File: src/rtl/accum_ctrl_pkg.sv
// ---------------------------------------------------------------------------
// accum_ctrl_pkg : opcodes, state encoding and control-word fields for the
// accumulator CPU control unit (ACCUM_ILLEGAL_TRAP_EN adds the TRAP state).
// Rev 1.0
// ---------------------------------------------------------------------------
`default_nettype none

package accum_ctrl_pkg;

   localparam logic [3:0] OP_HALT = 4'h0;
   localparam logic [3:0] OP_LDA  = 4'h1;
   localparam logic [3:0] OP_STA  = 4'h2;
   localparam logic [3:0] OP_ADD  = 4'h3;
   localparam logic [3:0] OP_SUB  = 4'h4;
   localparam logic [3:0] OP_AND  = 4'h5;
   localparam logic [3:0] OP_ORR  = 4'h6;
   localparam logic [3:0] OP_ADDI = 4'h7;
   localparam logic [3:0] OP_BEQ  = 4'h8;
   localparam logic [3:0] OP_BNE  = 4'h9;
   localparam logic [3:0] OP_JMP  = 4'hA;
   localparam logic [3:0] OP_PUSH = 4'hB;
   localparam logic [3:0] OP_POP  = 4'hC;

   typedef enum logic [3:0] {
      ST_INIT     = 4'd0,
      ST_FETCH    = 4'd1,
      ST_DECODE   = 4'd2,
      ST_MEM_RD   = 4'd3,
      ST_EXEC     = 4'd4,
      ST_MEM_WR   = 4'd5,
      ST_EXEC_I   = 4'd6,
      ST_BRANCH   = 4'd7,
      ST_JUMP     = 4'd8,
      ST_PUSH_DEC = 4'd9,
      ST_PUSH_WR  = 4'd10,
      ST_POP_ADR  = 4'd11,
      ST_POP_RD   = 4'd12,
      ST_POP_WB   = 4'd13,
      ST_HALT     = 4'd14
`ifdef ACCUM_ILLEGAL_TRAP_EN
      ,
      ST_TRAP     = 4'd15
`endif
   } state_e;

   localparam logic [1:0] PCSRC_ALU    = 2'd0;
   localparam logic [1:0] PCSRC_ZE     = 2'd1;
   localparam logic [1:0] PCSRC_ALUOUT = 2'd2;

   localparam logic [1:0] MADDR_PC     = 2'd0;
   localparam logic [1:0] MADDR_SEL    = 2'd1;
   localparam logic [1:0] MADDR_ALUOUT = 2'd2;

   localparam logic       MDATA_ACC    = 1'b0;

   localparam logic [1:0] SRCA_PC      = 2'd0;
   localparam logic [1:0] SRCA_ACC     = 2'd1;
   localparam logic [1:0] SRCA_SP      = 2'd2;

   localparam logic [2:0] SRCB_STEP    = 3'd0;
   localparam logic [2:0] SRCB_MDR     = 3'd1;
   localparam logic [2:0] SRCB_SE      = 3'd2;
   localparam logic [2:0] SRCB_ZE      = 3'd3;
   localparam logic [2:0] SRCB_SL1     = 3'd4;
   localparam logic [2:0] SRCB_ZERO    = 3'd5;

   localparam logic [2:0] ALU_ADD      = 3'd0;
   localparam logic [2:0] ALU_SUB      = 3'd1;
   localparam logic [2:0] ALU_AND      = 3'd2;
   localparam logic [2:0] ALU_OR       = 3'd3;
   localparam logic [2:0] ALU_PASSB    = 3'd4;

   typedef struct packed {
      logic       pc_write;
      logic       branch;
      logic       bne_or_beq;
      logic [1:0] pc_src;
      logic       ir_write;
      logic [1:0] mem_addr;
      logic       mem_data;
      logic       mem_write;
      logic       acc_write;
      logic       sp_write;
      logic [1:0] alu_src_a;
      logic [2:0] alu_src_b;
      logic [2:0] alu_op;
   } ctrl_word_t;

   localparam ctrl_word_t CTRL_IDLE = '0;

   // ALU operation for the register-memory instructions finishing in EXEC.
   function automatic logic [2:0] exec_alu_op(input logic [3:0] op);
      logic [2:0] alu;
      case (op)
         OP_LDA:  alu = ALU_PASSB;
         OP_ADD:  alu = ALU_ADD;
         OP_SUB:  alu = ALU_SUB;
         OP_AND:  alu = ALU_AND;
         OP_ORR:  alu = ALU_OR;
         default: alu = ALU_ADD;
      endcase
      return alu;
   endfunction

endpackage

`default_nettype wire

File: src/rtl/accum_ctrl_decode.sv
// ---------------------------------------------------------------------------
// accum_ctrl_decode : combinational map from (state, latched opcode) to the
// datapath control word. Anything not driven in a state stays 0.
// Rev 1.0
// ---------------------------------------------------------------------------
`default_nettype none

module accum_ctrl_decode
   import accum_ctrl_pkg::*;
(
   input  state_e     state,
   input  logic [3:0] op_q,
   output ctrl_word_t ctrl
);

   always_comb begin
      ctrl = CTRL_IDLE;
      case (state)
         ST_FETCH: begin
            ctrl.mem_addr  = MADDR_PC;
            ctrl.ir_write  = 1'b1;
            ctrl.alu_src_a = SRCA_PC;
            ctrl.alu_src_b = SRCB_STEP;
            ctrl.alu_op    = ALU_ADD;
            ctrl.pc_src    = PCSRC_ALU;
            ctrl.pc_write  = 1'b1;
         end
         // Speculative branch target computed here lands in ALUOut.
         ST_DECODE: begin
            ctrl.alu_src_a = SRCA_PC;
            ctrl.alu_src_b = SRCB_SL1;
            ctrl.alu_op    = ALU_ADD;
         end
         ST_MEM_RD: begin
            ctrl.mem_addr  = MADDR_SEL;
         end
         ST_EXEC: begin
            ctrl.alu_src_a = SRCA_ACC;
            ctrl.alu_src_b = SRCB_MDR;
            ctrl.alu_op    = exec_alu_op(op_q);
            ctrl.acc_write = 1'b1;
         end
         ST_MEM_WR: begin
            ctrl.mem_addr  = MADDR_SEL;
            ctrl.mem_data  = MDATA_ACC;
            ctrl.mem_write = 1'b1;
         end
         ST_EXEC_I: begin
            ctrl.alu_src_a = SRCA_ACC;
            ctrl.alu_src_b = SRCB_SE;
            ctrl.alu_op    = ALU_ADD;
            ctrl.acc_write = 1'b1;
         end
         // Zero is resolved by the PC block, so taken/not-taken look alike here.
         ST_BRANCH: begin
            ctrl.alu_src_a  = SRCA_ACC;
            ctrl.alu_src_b  = SRCB_ZERO;
            ctrl.alu_op     = ALU_SUB;
            ctrl.branch     = 1'b1;
            ctrl.bne_or_beq = op_q[0];
            ctrl.pc_src     = PCSRC_ALUOUT;
         end
         ST_JUMP: begin
            ctrl.pc_src   = PCSRC_ZE;
            ctrl.pc_write = 1'b1;
         end
         ST_PUSH_DEC: begin
            ctrl.alu_src_a = SRCA_SP;
            ctrl.alu_src_b = SRCB_STEP;
            ctrl.alu_op    = ALU_SUB;
            ctrl.sp_write  = 1'b1;
         end
         ST_PUSH_WR: begin
            ctrl.mem_addr  = MADDR_ALUOUT;
            ctrl.mem_data  = MDATA_ACC;
            ctrl.mem_write = 1'b1;
         end
         ST_POP_ADR: begin
            ctrl.alu_src_a = SRCA_SP;
            ctrl.alu_src_b = SRCB_ZERO;
            ctrl.alu_op    = ALU_ADD;
         end
         ST_POP_RD: begin
            ctrl.mem_addr  = MADDR_ALUOUT;
            ctrl.alu_src_a = SRCA_SP;
            ctrl.alu_src_b = SRCB_STEP;
            ctrl.alu_op    = ALU_ADD;
            ctrl.sp_write  = 1'b1;
         end
         ST_POP_WB: begin
            ctrl.alu_src_b = SRCB_MDR;
            ctrl.alu_op    = ALU_PASSB;
            ctrl.acc_write = 1'b1;
         end
         default: ctrl = CTRL_IDLE;
      endcase
   end

endmodule

`default_nettype wire

File: src/rtl/accum_control_unit.sv
// ---------------------------------------------------------------------------
// accum_control_unit : multicycle Moore control FSM for the 16-bit
// accumulator CPU. Define ACCUM_ILLEGAL_TRAP_EN to trap opcodes D-F.
// Rev 1.0
// ---------------------------------------------------------------------------
`default_nettype none

module accum_control_unit
   import accum_ctrl_pkg::*;
#(
   parameter int PC_STEP = 2
)(
   input  logic       CLK,
   input  logic       reset,
   input  logic [3:0] opcode,
   input  logic       Zero,
   output logic       PCWrite,
   output logic       Branch,
   output logic       bneOrbeq,
   output logic [1:0] PCSrc,
   output logic       IRWrite,
   output logic [1:0] MemAddr,
   output logic       MemData,
   output logic       MemWrite,
   output logic       AccWrite,
   output logic       SpWrite,
   output logic [1:0] ALUSrcA,
   output logic [2:0] ALUSrcB,
   output logic [2:0] ALUOp,
   output logic       halted,
   output logic       illegal,
   output logic [3:0] state_dbg
);

   state_e     state_q, state_d;
   logic [3:0] op_q, op_d;
   logic       halted_q, halted_d;
   ctrl_word_t ctrl_w;

   // Zero only steers the PC block; PC_STEP is applied in the datapath adder.
   logic unused_inputs;
   assign unused_inputs = Zero ^ PC_STEP[0];

   always_comb begin
      state_d = state_q;
      op_d    = op_q;
      case (state_q)
         ST_INIT:     state_d = ST_FETCH;
         ST_FETCH:    state_d = ST_DECODE;
         ST_DECODE: begin
            op_d = opcode;
            case (opcode)
               OP_HALT:                        state_d = ST_HALT;
               OP_LDA, OP_ADD, OP_SUB,
               OP_AND, OP_ORR:                 state_d = ST_MEM_RD;
               OP_STA:                         state_d = ST_MEM_WR;
               OP_ADDI:                        state_d = ST_EXEC_I;
               OP_BEQ, OP_BNE:                 state_d = ST_BRANCH;
               OP_JMP:                         state_d = ST_JUMP;
               OP_PUSH:                        state_d = ST_PUSH_DEC;
               OP_POP:                         state_d = ST_POP_ADR;
`ifdef ACCUM_ILLEGAL_TRAP_EN
               default:                        state_d = ST_TRAP;
`else
               default:                        state_d = ST_FETCH;
`endif
            endcase
         end
         ST_MEM_RD:   state_d = ST_EXEC;
         ST_EXEC:     state_d = ST_FETCH;
         ST_MEM_WR:   state_d = ST_FETCH;
         ST_EXEC_I:   state_d = ST_FETCH;
         ST_BRANCH:   state_d = ST_FETCH;
         ST_JUMP:     state_d = ST_FETCH;
         ST_PUSH_DEC: state_d = ST_PUSH_WR;
         ST_PUSH_WR:  state_d = ST_FETCH;
         ST_POP_ADR:  state_d = ST_POP_RD;
         ST_POP_RD:   state_d = ST_POP_WB;
         ST_POP_WB:   state_d = ST_FETCH;
         ST_HALT:     state_d = ST_HALT;
`ifdef ACCUM_ILLEGAL_TRAP_EN
         ST_TRAP:     state_d = ST_TRAP;
`endif
         default:     state_d = ST_INIT;
      endcase
   end

`ifdef ACCUM_ILLEGAL_TRAP_EN
   logic illegal_q, illegal_d;

   always_comb begin
      illegal_d = illegal_q | (state_d == ST_TRAP);
      halted_d  = halted_q | (state_d == ST_HALT) | (state_d == ST_TRAP);
   end

   always_ff @(posedge CLK or negedge reset) begin
      if (!reset) begin
         state_q   <= ST_INIT;
         op_q      <= 4'h0;
         halted_q  <= 1'b0;
         illegal_q <= 1'b0;
      end else begin
         state_q   <= state_d;
         op_q      <= op_d;
         halted_q  <= halted_d;
         illegal_q <= illegal_d;
      end
   end

   assign illegal = illegal_q;
`else
   always_comb begin
      halted_d = halted_q | (state_d == ST_HALT);
   end

   always_ff @(posedge CLK or negedge reset) begin
      if (!reset) begin
         state_q  <= ST_INIT;
         op_q     <= 4'h0;
         halted_q <= 1'b0;
      end else begin
         state_q  <= state_d;
         op_q     <= op_d;
         halted_q <= halted_d;
      end
   end

   assign illegal = 1'b0;
`endif

   accum_ctrl_decode u_decode (
      .state (state_q),
      .op_q  (op_q),
      .ctrl  (ctrl_w)
   );

   assign PCWrite   = ctrl_w.pc_write;
   assign Branch    = ctrl_w.branch;
   assign bneOrbeq  = ctrl_w.bne_or_beq;
   assign PCSrc     = ctrl_w.pc_src;
   assign IRWrite   = ctrl_w.ir_write;
   assign MemAddr   = ctrl_w.mem_addr;
   assign MemData   = ctrl_w.mem_data;
   assign MemWrite  = ctrl_w.mem_write;
   assign AccWrite  = ctrl_w.acc_write;
   assign SpWrite   = ctrl_w.sp_write;
   assign ALUSrcA   = ctrl_w.alu_src_a;
   assign ALUSrcB   = ctrl_w.alu_src_b;
   assign ALUOp     = ctrl_w.alu_op;
   assign halted    = halted_q;
   assign state_dbg = state_q;

   a_pc_load_exclusive: assert property (@(posedge CLK) disable iff (!reset)
      !(PCWrite && Branch));
   a_no_write_during_fetch: assert property (@(posedge CLK) disable iff (!reset)
      !(MemWrite && IRWrite));

endmodule

`default_nettype wire

File: config.mk
export PLATFORM = sky130hd
export DESIGN_NAME = accum_control_unit
export DESIGN_NICKNAME = d
export VERILOG_FILES = /design/src/rtl/accum_ctrl_pkg.sv /design/src/rtl/accum_ctrl_decode.sv /design/src/rtl/accum_control_unit.sv
export SDC_FILE = /design/constraint.sdc
export NUM_CORES = 1
export LEC_CHECK = 0
export CAP_MARGIN = 0
export CORE_MARGIN = 2
export CORE_UTILIZATION = 38
export DETAILED_ROUTE_END_ITERATION = 12
export GPL_TIMING_DRIVEN = 0
export PLACE_DENSITY = 0.75
export SETUP_SLACK_MARGIN = 0.3
export SLEW_MARGIN = 20
export SYNTH_ARGS = -nofsm -noshare
export SYNTH_HDL_FRONTEND = slang
export SYNTH_SLANG_ARGS = --single-unit
File: constraint.sdc
create_clock -name CLK -period 1.35 [get_ports CLK]
set_input_delay 0.27 -clock CLK [delete_from_list [all_inputs] [get_ports CLK]]
set_output_delay 0.27 -clock CLK [all_outputs]
set_load 0.01 [all_outputs]
Word level (Yosys, flattened, before mapping). Memory sizes are Yosys's and may differ from the RTL's. Index checks and enable logic that the tools add are counted.

Bits in registers: 9. Memories kept: 1. ROM bits: 64. Logic and storage cells: 46. Input port bits: 7. Output and inout port bits: 26.

Bitwise gates (word level): 1. Mux-type cells: 12. Reductions and logical operators: 10. Eq/ne operators: 19.

Memory list: (name not given) (depth 16, bits a word 4, read ports 1, clocked after Yosys merged registers in 0, wr ports 0, RTL line accum_control_unit.sv:52) `case (opcode)`.

Operators with widths (number): $pmux 6 s7 (1); $eq 4x4->1 const B (8); $pmux 4 s8 (1); $eq 4x3->1 const B (7); $pmux 2 s2 (3); $pmux 3 s4 (1); $reduce_or 2->1 (5); $reduce_or 3->1 (3); $eq 4x1->1 const B (2); $eq 4x2->1 const B (2); $reduce_or 8->1 (1); $mux 1 (5); $logic_not 4->1 (1); $mux 2 (1); $or 1x1->1 (1).

Depth between registers and ports, before layout. Gate-level depths: netlist of the first run.

Word-level depth: 5. Mapped depth: 6. Depth with buffers taken out: 4.

By module. From an unflattened synthesis of the first run, not the netlist that was laid out.

Cells, all modules: 97. Area total of the unflattened synthesis: 878.3 um^2.

By module, submodules not included: accum_control_unit (cells an instance 48, area an instance 513.0 um^2, instances 1, sequential area each 225.2 um^2); accum_ctrl_decode (cells an instance 49, area an instance 365.4 um^2, instances 1, sequential area each 0.0 um^2).

Worst setup path after synthesis of the first run. OpenSTA, ideal clock, no wires.

Kind: register to output. Start point: register state_q[2] (netlist: state_dbg[2]). End point: output port ALUOp[0]. Arrival time: 1366 ps. Path buffers: 2. Data required time: 1080 ps. Stages on the path, launching flop included: 6. Slack: -286 ps. Path through: dfrtp_1 buf_2 buf_2 nor2b_1 nand4b_1 o2bb2ai_1.

Word-level cells in the longest chain between the ends: 2. Elaborated cells between the ends (all ways): 8. Those cells by class: 7 x eq/ne; 1 x mux.

RTL lines: start, declared (RTL line accum_control_unit.sv:35) `state_e state_q, state_d;`; start signal, assigned (RTL line accum_control_unit.sv:122) `state_q <= state_d;`; $eq 4x4->1, or another cell as far along (RTL line accum_ctrl_decode.sv:18) `case (state)`; $pmux 6 s7 (*) (RTL line accum_ctrl_decode.sv:18); end, declared (RTL line accum_control_unit.sv:29) `output logic [2:0] ALUOp,`.

Every way passes the cells marked *; elsewhere a longest branch is shown, timed or not.

Final worst setup path of the first run.
Start point: register state_q[3] (netlist: state_dbg[3]). End point: output port ALUOp[0].

The elaborated chain is that of the path after synthesis.

==> results of run 1 <==
[flip-flops by register name, summed over array words and instances, names as in the netlist]
name and count:
op_q 4, state_dbg 4, halted 1
[cell type report]
type | count | share of cell area, %
plain buffers | 13 | 9.95
clock buffers | 4 | 1.62
inverters | 2 | 0.463
multi-input cells | 81 | 41.9
flip-flops and latches | 9 | 14.0
well taps | 27 | 2.08
repair buffers | 57 | 30.0
[cells by family (layout without fill, tap and decap cells)]
kind of cell | after synthesis | in the layout
AO/OA/AOI/OAI | 20 | 20
multiplexers | 1 | 1
buffers and inverters | 15 | 76
XOR/XNOR | 4 | 4
other | 1 | 2
AND/OR/NAND/NOR | 54 | 54
flip-flops | 9 | 9
[cell usage in the layout, fill, tap and decap left out, drive strengths merged, types with 2 or more instances in the layout]
cell type	count
xor2	3
inv	2
nand4b	2
dfrtp	9
o21ai	5
clkbuf	8
and3	2
a31o	3
o21a	2
nor3	3
and2	3
buf	64
nor2	11
conb	2
nand2b	4
o22ai	3
nor2b	2
nand2	20
nand3	2
[power breakdown]
part           switching [mW]  internal, mW  total, mW
Combinational            1.29          1.54       2.83
Clock                  0.0934         0.114      0.207
Sequential              0.139         0.396      0.535
[through the flow]
| step | hold WS (ns) | power, mW | setup TNS (ns) | cell area (um2) |
|---|---|---|---|---|
| 6_report | 0.278 | 3.58 | -7.94 | 1620 |
| 5_1_grt | 0.295 | 3.76 | -9.51 | 1620 |
| 4_1_cts | 0.271 | 3.03 | -6.61 | 1410 |
| 3_5_place_dp | 0.466 | 2.33 | -10.18 | 1190 |
| 3_3_place_gp | 0.455 | 2.30 | -9.60 | 1190 |
| 2_1_floorplan | -0.0256 | 1.69 | -0.712 | 896 |
[path summary, 6_finish.rpt]
kind	from	endpoint	depth (start not counted)
worst max-delay path	state_dbg[3]$_DFF_PN0_	ALUOp[0]	6
worst min-delay path	opcode[3]	op_q[3]$_DFFE_PN0P_	3
worst max register to register	state_dbg[2]$_DFF_PN0_	halted$_DFF_PN0_	6
worst min register to register	halted$_DFF_PN0_	halted$_DFF_PN0_	2
max in group asynchronous	reset	state_dbg[1]$_DFF_PN0_	1
min in group asynchronous	reset	state_dbg[2]$_DFF_PN0_	1
[routing by layer]
metal | wire length (um) | up-vias | GRT usage [%] | part of all wire (%)
li1 | - | 476 | - | -
met1 | 1230 | 467 | 24.2 | 42
met2 | 1520 | 42 | 36.4 | 51
met3 | 146 | 7 | 2.42 | 4.9
met4 | 61 | 0 | 12.0 | 2.1
met5 | 0 | - | 0 | 0
[critical path: cells and delay by family (launching register included)]
| family | cells | cell delay (ns) |
|---|---|---|
| AOI/OAI and AO/OA | 1 | 0.15 |
| buffers and inverters | 3 | 0.43 |
| DFF | 1 | 0.40 |
| and+or+nand+nor | 2 | 0.33 |
[timing repair]
action                                  4_1_cts  5_1_grt
pin swaps                                    19       15
hold buffers                                  0        0
endpoints found under the setup margin       33       33
buffers inserted                             18       13
gates resized for setup                     123       35
==> metrics.yaml, run 1 <==
status: "complete, but fails checks"
violations: "setup timing"
cts_inserted_buffers: 3
io_pins: 33
die_width_um: 49.9
clock_latency_ns: 0.26
worstPathMaxFanout: 8
crit_type: "flip-flop to output port"
path_cells: "buf_8 -> buf_4 -> nor2b_4 -> nand4b_1 -> o2bb2ai_2 -> buf_2"
drt_iter0_drc: 22
synth_cell_types: 37
synth_edf_count: 0
drc_errors: 0
place_congestion: 0.843
start_util_pct: 40.4
synth_cells: 104
irDropWorstVdd_mv: 1.53
power.leakage_nw: 0.773
rsz0062_at_grt: "true"
grt_max_degree: 10
die_y_um: 49.9
route.detailed.wl_per_inst_um: 15.4
critical_path_required_ns: 1.08
clk_pin_slew_worst_paths_ns: 0.06
stdcell_count: 193
viasPerCell: 5.14
synth_fa_ha_area_share_pct: 0
synth_top_area_share_pct: 28.1
dp.cells: 158
diodes: 0
grt_usage_pct: 20.8
ys.warnings.count: 0
drive_above_1_share_pct: 65.7
fill_cells: 109
root_buffer: "clkbuf_4"
synth_compound_area_share_pct: 19.5
synth_area_leaders: "dfrtp_1 (28%), nand2_1 (9.4%), nor2_1 (5.2%)"
dp_slack_ns: -0.629
cts_sinks: 9
fmax_mhz: 543
regArea_um2: 226
yosysSeqAreaShare_pct: 28.1
grt_first_pass_wirelength_mm: 3.92
drv_slew: 0
multi_input_area_um2: 679
coreArea_mm2: 0.00198
yosys.area_share.xor_xnor_pct: 4.38
die_area_mm2: 0.00249
yosysMostFrequentCell: "nand2_1"
fin_crit_ns: 1.84
ys_top_cells_by_count: "nand2_1 (20), nor2_1 (11), dfrtp_1 (9)"
htree_levels: 1
finalCritPeriodShare_pct: 137
final_nets: 174
placementRows: 16
grt_pass1_vias: 841
vias: 992
rrSetupSlack_ns: -0.27
syn_area_um2: 801
wirelength_mm: 2.97
cap_violations: 0
yosys.area.top_type: "dfrtp_1"
area_growth_pct: 103
start_kind: "flip-flop"
drt_first_pass_iters: 4
ant_nets: 0
clock_path_buffers: 2
synth_ff_type: "dfrtp_1"
grt_antenna_before_repair: 0
crit_path_end_kind: "output port"
setup-violations-final: 26
grt_overflow_total: 0
cts_tree: "yes"
io_buffer_count: 26
synth_top_family_by_area: "simple AND/OR/NAND/NOR gates"
ys_ff_latch: 9
synthSimpleGateAreaFrac_pct: 36.1
critPathMaxStageDelay_ns: 0.40
cp_slowest_cell: "dfrtp_1"
syn_avg_cell_area_um2: 7.70
fin_util_pct: 81.8
hpwl_mm: 1.55
fin_worst_skew_ns: 0.00224
synthArstFlopShare_pct: 100
hp-class: "input port to flip-flop"
muxShareOfSynthArea_pct: 1.41
worstPathArrival_ns: 1.57
p_per_area_mw_per_mm2: 2210
final_hold_viol_count: 0
final.setup.worst_slack_ns: -0.493
Power figures use the tool's default switching activity.
==> run 2: changes to the inputs <==
Settings changed: SETUP_SLACK_MARGIN 0.3 to 0.4.
==> run 2 against run 1 <==
Net effect: the run still ends with setup timing left; register-to-register slack got worse by 0.16 ns; combinational power up 25%; worst hold slack improved by 0.015 ns; core utilization up 6.4 points; flip-flop and latch count is the same; routed wire length is 43% higher; maximum frequency down 1.1%; design area grew 7.9%; largest power group unchanged.
==> metrics.yaml, run 2 (same netlist as run 1, synthesis figures left out) <==
ant_nets: 0  # unchanged
coreArea_mm2: 0.00198  # unchanged
startpoint: "state_dbg[3]$_DFF_PN0_"  # unchanged
cap_violations: 0  # unchanged
start_kind: "flip-flop"  # unchanged
fin_util_pct: 88.3  # was 81.8%
min_from: "opcode[3]"  # unchanged
critical_path_required_ns: 1.08  # about the same
wirelength_mm: 4.25  # was 2.97 mm
diodes: 0  # unchanged
final.setup.worst_slack_ns: -0.514  # was -0.493 ns
fill_cells: 85  # was 109
grt_antenna_before_repair: 0  # unchanged
p_comb_share_pct: 82.0  # was 79.2%
clockPowerShare_pct: 5.1  # was 5.8%
cts_hold_buf: 0  # unchanged
fmax_mhz: 537  # was 543 MHz
fin_setup_tns_ns: -10.06  # was -7.94 ns
crit_type: "flip-flop to output port"  # unchanged
cts_sinks: 9  # unchanged
grt_pass1_vias: 1014  # was 841
finalCritPeriodShare_pct: 138  # was 137%
fin_crit_ns: 1.86  # was 1.84 ns
irDropWorstVdd_mv: 2.05  # was 1.53 mV
final_nets: 186  # was 174
pwr-share-seq_pct: 12.8  # was 15.0%
place_congestion: 0.852  # was 0.843
die_area_mm2: 0.00249  # unchanged
cts_tree: "yes"  # unchanged
grt_first_pass_wirelength_mm: 4.91  # was 3.92 mm
holdWs_ns: 0.293  # was 0.278 ns
die_y_um: 49.9  # unchanged
route.detailed.wl_per_inst_um: 20.7  # was 15.4 um
io_buffer_count: 26  # unchanged
drv_slew: 0  # unchanged
hp-class: "input port to flip-flop"  # unchanged
setup-violations-final: 27  # was 26
layout_commonest_cell: "buf_6"  # unchanged
violations: "setup timing"  # unchanged
root_buffer: "clkbuf_4"  # unchanged
worstHoldPathCells: 3  # unchanged
switching_power_mw: 1.89  # was 1.52 mW
power.leakage_nw: 0.844  # was 0.773 nW
cts_inserted_buffers: 3  # unchanged
final_cell_mix: "buf_6 (32), buf_4 (29), buf_2 (12)"  # was buf_6 (27), buf_4 (20), buf_2 (14)
dp_slack_ns: -0.632  # was -0.629 ns
vias: 1149  # was 992
placementRows: 16  # unchanged
reg2reg_from: "state_dbg[0]$_DFF_PN0_"  # was state_dbg[2]$_DFF_PN0_
clock_path_buffers: 2  # unchanged
rr_worst_depth: 7  # was 6
status: "complete, but fails checks"  # unchanged
p_sw_share_pct: 43.9  # was 42.6%
final_hold_viol_count: 0  # unchanged
drive_above_1_share_pct: 71.9  # was 65.7%
grt_max_degree: 10  # unchanged
die_width_um: 49.9  # unchanged
p_int_mw: 2.41  # was 2.05 mW
grt_usage_pct: 26.6  # was 20.8%
htree_levels: 1  # unchanged
fin_worst_skew_ns: 0.00105  # was 0.00224 ns
viasPerCell: 5.60  # was 5.14
rsz0062_at_grt: "true"  # unchanged
worstPathMaxFanout: 5  # was 8
grt_overflow_total: 0  # unchanged
drt_first_pass_iters: 4  # unchanged
power_mw: 4.30  # was 3.58 mW
drc_errors: 0  # unchanged
worstPathArrival_ns: 1.59  # was 1.57 ns
crit_path_end_kind: "output port"  # unchanged
io_pins: 33  # unchanged
clk_pin_slew_worst_paths_ns: 0.06  # about the same
p_per_area_mw_per_mm2: 2460  # was 2210 mW/mm2
area_growth_pct: 118  # was 103%
start_util_pct: 40.4  # unchanged
hpwl_mm: 1.50  # was 1.55 mm
drt_iter0_drc: 28  # was 22
clock_latency_ns: 0.27  # was 0.26 ns
[run 2: cell types whose count changed in the layout (fill, tap and decap cells not counted), sizes merged]
cell and delta:
buf +12
[run 2: power by group through the flow]
stage / clock network [mW] / logic, mW / registers (mW)
floorplan: 0 / 1.16 / 0.528
global placement: 0 / 1.78 / 0.520
detailed placement: 0 / 1.80 / 0.526
CTS: 0.221 / 2.64 / 0.518
global route: 0.238 / 3.65 / 0.560
finish: 0.220 / 3.53 / 0.552
[run 2: metrics by stage]
stage,cells,area (um2)
6_report,205,1750
5_1_grt,205,1750
4_1_cts,191,1550
3_5_place_dp,158,1190
3_3_place_gp,158,1190
2_1_floorplan,105,896
[run 2: critical path, stage by stage, from the launching register on]
cell	delay [ns]
dfrtp_1	0.41
buf_8	0.15
buf_6	0.11
nor2b_4	0.15
nand4b_1	0.18
o2bb2ai_2	0.17
buf_2	0.15
[run 2: area by class of cell]
cell class	count	area, um2	share of cell area (%)
repair buffers	69	601	34.3
plain buffers	13	161	9.23
well taps	27	33.8	1.93
clock buffers	4	26.3	1.50
inverters	2	10.0	0.572
flip-flops and latches	9	226	12.9
multi-input cells	81	691	39.5
[run 2: metal layers]
layer	wire, um	share of wire, %	vias to the layer above	track usage, %
li1	-	-	497	-
met1	1610	38	561	29.5
met2	2090	49	63	49.3
met3	227	5.3	28	1.52
met4	322	7.6	0	15.7
met5	0	0	-	0
[run 2: timing repair]
action,CTS,global route
resized for setup,147,23
setup buffers,29,14
pin swaps,20,18
cloned,0,0
endpoints found under the setup margin,33,33
[run 2: final timing paths]
kind	end	slack (ns)
min reg2reg	op_q[2]$_DFFE_PN0P_	0.54
max	ALUOp[0]	-0.51
min in group asynchronous	state_dbg[0]$_DFF_PN0_	0.30
max in group asynchronous	state_dbg[1]$_DFF_PN0_	0.72
max reg2reg	halted$_DFF_PN0_	-0.43
min	op_q[3]$_DFFE_PN0P_	0.29
